## src/rtl/alu_pipe.sv

```systemverilog
// alu_pipe -- two-stage pipelined ALU with valid/ready handshakes and an
// internal accumulator that can stand in for operand B.
//
// Stage 1 captures the operand beat. Stage 2 computes the result and flags
// and holds them until the consumer takes them. Throughput is one op per
// cycle. Backpressure from out_ready propagates back to in_ready.
//
// Ports:
//   clk        rising-edge clock
//   rst_n      asynchronous active-low reset
//   in_valid   operand beat valid
//   in_ready   block can accept an operand beat
//   A, B       operands (B ignored when use_acc=1)
//   opcode     000 ADD, 001 SUB, 010 AND, 011 OR, 100 XOR,
//              101 SHL, 110 SHR (logical), 111 CLEAR
//   use_acc    substitute the accumulator for B
//   out_valid  result beat valid
//   out_ready  consumer accepts the result beat
//   Result     result of the op
//   flags      {carry, overflow, zero, negative}
//   acc        accumulator (result of the most recent completed op)
module alu_pipe #(
  parameter int WIDTH = 8
) (
  input  logic             clk,
  input  logic             rst_n,
  input  logic             in_valid,
  output logic             in_ready,
  input  logic [WIDTH-1:0] A,
  input  logic [WIDTH-1:0] B,
  input  logic [2:0]       opcode,
  input  logic             use_acc,
  output logic             out_valid,
  input  logic             out_ready,
  output logic [WIDTH-1:0] Result,
  output logic [3:0]       flags,
  output logic [WIDTH-1:0] acc
);

  localparam int SHW = $clog2(WIDTH);

  typedef enum logic [2:0] {
    OP_ADD   = 3'b000,
    OP_SUB   = 3'b001,
    OP_AND   = 3'b010,
    OP_OR    = 3'b011,
    OP_XOR   = 3'b100,
    OP_SHL   = 3'b101,
    OP_SHR   = 3'b110,
    OP_CLEAR = 3'b111
  } op_e;

  // Stage 1 registers
  logic             s1Valid_q;
  logic [WIDTH-1:0] a_q;
  logic [WIDTH-1:0] b_q;
  op_e              op_q;
  logic             useAcc_q;

  // Stage 2 registers
  logic             s2Valid_q;
  logic [WIDTH-1:0] result_q;
  logic [3:0]       flags_q;
  logic [WIDTH-1:0] acc_q;

  // Stage 2 next-state values
  logic [WIDTH-1:0] result_d;
  logic [3:0]       flags_d;

  logic             s2Adv;
  logic             s1Load;

  logic [WIDTH-1:0] bEff;
  logic [SHW-1:0]   shAmt;
  logic [WIDTH:0]   sumWide;
  logic [WIDTH:0]   diffWide;
  logic [WIDTH:0]   shlWide;
  logic [WIDTH:0]   shrWide;
  logic             carry;
  logic             ovf;

  // S2 may take a new beat when it is empty or its current beat is leaving.
  // in_ready looks only at pipeline state and out_ready, never at in_valid.
  assign s2Adv    = s1Valid_q && (!s2Valid_q || out_ready);
  assign in_ready = !s1Valid_q || s2Adv;
  assign s1Load   = in_valid && in_ready;

  // Compute stage. The accumulator already holds the previous op's result
  // whenever the next op reaches S2, so substituting it here is hazard-free.
  // The widened shift vectors carry the last bit shifted out in their extra
  // position, which naturally reads 0 for a shift amount of zero.
  always_comb begin
    bEff     = useAcc_q ? acc_q : b_q;
    shAmt    = bEff[SHW-1:0];
    sumWide  = {1'b0, a_q} + {1'b0, bEff};
    diffWide = {1'b0, a_q} - {1'b0, bEff};
    shlWide  = {1'b0, a_q} << shAmt;
    shrWide  = {a_q, 1'b0} >> shAmt;
    result_d = '0;
    carry    = 1'b0;
    ovf      = 1'b0;
    case (op_q)
      OP_ADD: begin
        result_d = sumWide[WIDTH-1:0];
        carry    = sumWide[WIDTH];
        ovf      = (a_q[WIDTH-1] == bEff[WIDTH-1]) &&
                   (sumWide[WIDTH-1] != a_q[WIDTH-1]);
      end
      OP_SUB: begin
        result_d = diffWide[WIDTH-1:0];
        carry    = diffWide[WIDTH];
        ovf      = (a_q[WIDTH-1] != bEff[WIDTH-1]) &&
                   (diffWide[WIDTH-1] != a_q[WIDTH-1]);
      end
      OP_AND: result_d = a_q & bEff;
      OP_OR:  result_d = a_q | bEff;
      OP_XOR: result_d = a_q ^ bEff;
      OP_SHL: begin
        result_d = shlWide[WIDTH-1:0];
        carry    = shlWide[WIDTH];
      end
      OP_SHR: begin
        result_d = shrWide[WIDTH:1];
        carry    = shrWide[0];
      end
      default: result_d = '0;
    endcase
    flags_d = {carry, ovf, (result_d == '0), result_d[WIDTH-1]};
  end

  // Stage 1: capture the operand beat; empty out when S2 takes it and no
  // new beat arrives in the same cycle.
  always_ff @(posedge clk or negedge rst_n) begin
    if (!rst_n) begin
      s1Valid_q <= 1'b0;
      a_q       <= '0;
      b_q       <= '0;
      op_q      <= OP_ADD;
      useAcc_q  <= 1'b0;
    end else if (s1Load) begin
      s1Valid_q <= 1'b1;
      a_q       <= A;
      b_q       <= B;
      op_q      <= op_e'(opcode);
      useAcc_q  <= use_acc;
    end else if (s2Adv) begin
      s1Valid_q <= 1'b0;
    end
  end

  // Stage 2: result, flags and accumulator only change when a beat moves
  // in, so everything holds while the consumer stalls.
  always_ff @(posedge clk or negedge rst_n) begin
    if (!rst_n) begin
      s2Valid_q <= 1'b0;
      result_q  <= '0;
      flags_q   <= '0;
      acc_q     <= '0;
    end else if (s2Adv) begin
      s2Valid_q <= 1'b1;
      result_q  <= result_d;
      flags_q   <= flags_d;
      acc_q     <= result_d;
    end else if (out_ready) begin
      s2Valid_q <= 1'b0;
    end
  end

  assign out_valid = s2Valid_q;
  assign Result    = result_q;
  assign flags     = flags_q;
  assign acc       = acc_q;

endmodule

```

## config.mk

```make
export PLATFORM = sky130hd
export DESIGN_NAME = alu_pipe
export DESIGN_NICKNAME = d
export VERILOG_FILES = /design/src/rtl/alu_pipe.sv
export SDC_FILE = /design/constraint.sdc
export NUM_CORES = 1
export LEC_CHECK = 0
export ABC_AREA = 1
export BUFFER_PORTS_ARGS = -buffer_cell sky130_fd_sc_hd__buf_2
export CAP_MARGIN = 20
export CELL_PAD_IN_SITES_DETAIL_PLACEMENT = 1
export CELL_PAD_IN_SITES_GLOBAL_PLACEMENT = 1
export CORE_MARGIN = 1
export CORE_UTILIZATION = 38
export DETAILED_ROUTE_END_ITERATION = 10
export GPL_TIMING_DRIVEN = 0
export PLACE_DENSITY_LB_ADDON = 0.1
export SYNTH_ARGS = -nofsm -noshare
export SYNTH_HDL_FRONTEND = slang
export SYNTH_SLANG_ARGS = --single-unit
```

## constraint.sdc

```tcl
create_clock -name clk -period 2.4 [get_ports clk]
set_input_delay 0.6 -clock clk [delete_from_list [all_inputs] [get_ports clk]]
set_output_delay 0.6 -clock clk [all_outputs]
set_load 0.02 [all_outputs]
```

==> impl_metrics.tcl <==
set metrics [dict create \
    drive_above_1_share 0.3164 \
    synth_compound_gate_area_share 0.09111 \
    seq_area_um2 825.8 \
    synthAdderAreaFrac 0.1142 \
    numPlacedInstances 673 \
    cts.sinks 33 \
    io_buffers 45 \
    fmax_mhz 412.1 \
    crit_path_start_kind "flip-flop" \
    die_y_um 96.86 \
    cts_tree "done" \
    cp_max_fo 10 \
    drtAntennaViolNets 0 \
    start_util 0.3921 \
    status "finished, violations left" \
    hold_viol_final 0 \
    core_um2 8721 \
    gr-total-overflow 0 \
    routed_wl_um 13500 \
    synth_flop_cell "dfrtp_1" \
    slew_viol_final 0 \
    peakVddDrop_uv 487.3 \
    min_period_over_period 1.011 \
    crit_type "flip-flop to flip-flop" \
    grt_pass1_wl_um 20830 \
    slew_headroom 0.4601 \
    root_buffer "clkbuf_8" \
    multi_input_area_um2 2564 \
    ys_ff_latch 33 \
    synth-simple-area-share 0.3992 \
    rsz0062_at_grt "yes" \
    cts_htree_levels 2 \
    ios 46 \
    p_per_area_nw_per_um2 1112 \
    first_iter_violations 153 \
    async_reset_ff_frac 1.000 \
    route.vias.total 3793 \
    synthTopCellsByCount "122 x nand2_1, 92 x nand3_1, 67 x inv_1, 53 x nor2_1, 33 x dfrtp_1" \
    synth_top_family_by_area "simple AND/OR/NAND/NOR gates" \
    fillCellCount 1153 \
    failed_checks "setup timing" \
    syn-cell-area_um2 3420 \
    fin_nets 644 \
    cts_buffers 5 \
    yosysTopAreaCell "dfrtp_1" \
    hp-class "input pin to async pin" \
    path_clk_slew_ns 0.08 \
    p_leak_uw 0.002263 \
    fin_ws_ns -0.02641 \
    row_count 34 \
    synth_edf_count 0 \
    antenna_found_initial 0 \
    drc 0 \
    vias_per_cell 5.426 \
    grt.total_usage 0.2838 \
    synth_xor_area_frac 0.002561 \
    dieWidth_um 96.86 \
    area_growth_pct 30.41 \
    clockBufferDepth 2 \
    ys_warn_count 0 \
    drv_cap 0 \
    worst_slew_pin_slew_ns 0.8098 \
    power_uw 4960 \
    die_area_um2 9382 \
    finalCriticalPeriod_ns 2.426 \
    cts_hold_buf 0 \
    synth-seq-area-share 0.2415 \
    required_ns 2.64 \
    finalWeightedCongestion 0.9443 \
    synth.distinct_cells 34 \
    antenna_cells 0 \
    crit_arrival_ns 2.67 \
    dp_slack_ns -0.4243 \
    fin_skew_ns 0.01648 \
    cp-end-kind "flip-flop" \
    layout.cells.non_filler 699 \
    synth_area_leaders "dfrtp_1 24%, nand3_1 13%, nand2_1 13%" \
    firstDrtPassIters 5 \
    synth.avg_cell_area_um2 6.576 \
    place_hpwl_um 10010 \
    grt_pass1_vias 3878 \
    syn_inst 520 \
    synth.net_count 574 \
    grt_max_degree 34 \
    synth_most_common_cell "nand2_1" \
    detail_route.wl_per_cell_um 19.32 \
    clock_latency_ns 0.30 \
    synth_top_area_share 0.2415 \
    synthMuxAreaShare 0.01976 \
    setup_viol 2 \
]
==> cells by family after synthesis <==
kind of cell,count (synthesis)
buf+inv,94
fa+ha+maj,30
simple gates,302
compound gates,54
mux,6
flops,33
xor+xnor,1
==> path summary, 6_finish.rpt <==
kind / from / end / slack, ns / cells after the start
max: useAcc_q / flags[1] / -0.03 / 16
min: rst_n / acc[6] / 0.38 / 1
max reg2reg: useAcc_q / flags[1] / -0.03 / 16
min reg2reg: flags[1] / flags[1] / 0.50 / 2
max in group asynchronous: rst_n / op_q[0] / 1.49 / 1
min in group clk: flags[1] / flags[1] / 0.50 / 2
==> sequential cells by signal (all words and copies together) (netlist names) <==
register,count
a_q,8
b_q,8
acc,7
flags,4
op_q,3
out_valid,1
s1Valid_q,1
useAcc_q,1
==> critical path: stages, from the launching register on <==
cell	delay [ns]
dfrtp_1	0.40
buf_8	0.16
buf_12	0.16
nand2_2	0.08
o21ai_4	0.08
ha_4	0.31
buf_4	0.14
nand2_1	0.06
inv_1	0.10
nand4_1	0.14
nand3_1	0.12
nand2_1	0.08
nand3_1	0.08
nand4_1	0.17
nor2_2	0.13
nand3_1	0.09
nand2_1	0.07
==> layer usage <==
metal	up-vias	global-route usage	share of wire
met4	0	0.09070	0.027
li1	1818	-	-
met3	27	0.03324	0.038
met1	1855	0.3733	0.43
met5	-	0	0
met2	93	0.4832	0.50
==> timing repair <==
| action | in CTS | in global routing |
|---|---|---|
| setup endpoints to repair | 10 | 8 |
| resized for setup | 47 | 65 |
| setup buffers | 9 | 9 |
| pin swaps | 18 | 35 |
| gates cloned | 1 | 0 |
==> area by class of cell <==
class | instances | share of cell area
multi-input cells | 393 | 0.5749
flip-flops and latches | 33 | 0.1852
repair buffers | 64 | 0.08361
inverters | 71 | 0.06229
plain buffers | 22 | 0.04517
well taps | 108 | 0.03030
clock buffers | 6 | 0.01627
clock inverters | 2 | 0.002245
==> per-stage QoR <==
step	util	TNS, ns	hold WS (ns)	area (µm²)
5_1_grt	0.5113	-0.7111	0.4461	4459
2_1_floorplan	-	0	0.3044	3420
6_report	0.5113	-0.03208	0.3848	4459
3_5_place_dp	0.4334	-2.945	0.4814	3780
4_1_cts	0.4745	-0.07460	0.4178	4138
3_3_place_gp	0.4334	-2.429	0.4793	3780
==> power by group <==
group | leakage [µW] | total (µW) | internal (µW) | switching, µW
combinational | 0.00183 | 3660 | 1400 | 2270
sequential | 0.000387 | 860 | 691 | 169
clock | 0.0000450 | 437 | 202 | 235
==> cells in the final DEF (no fill, tap or decap), types with 2 or more instances in the layout <==
master    synthesis  routed
nand3_2           5      18
buf_4            11      26
clkbuf_1          3       4
nand2_8           0       2
ha_1             28      15
nand3_1          92      78
o21ai_0          17       8
fa_2              0       2
buf_8             0       3
inv_1            67      62
nand2_1         122     112
or2_2             3       2
inv_2             2       6
nand2_2           5      14
dfrtp_1          33      33
nor3_1            3       3
o21ai_1           1       5
nand4_1          12      12
nor2_4            0       5
nor2_1           53      42
ha_2              0       2
buf_6             4       6
mux2_2            6       6
a31oi_1           3       3
o21ai_4           2       8
a21oi_2           0       2
a21oi_1          26      23
nor2_2            4      10
ha_4              0      11
clkbuf_8          0       5
buf_2             4      47
clkinv_2          0       2
(Power assumes the default switching activity.)
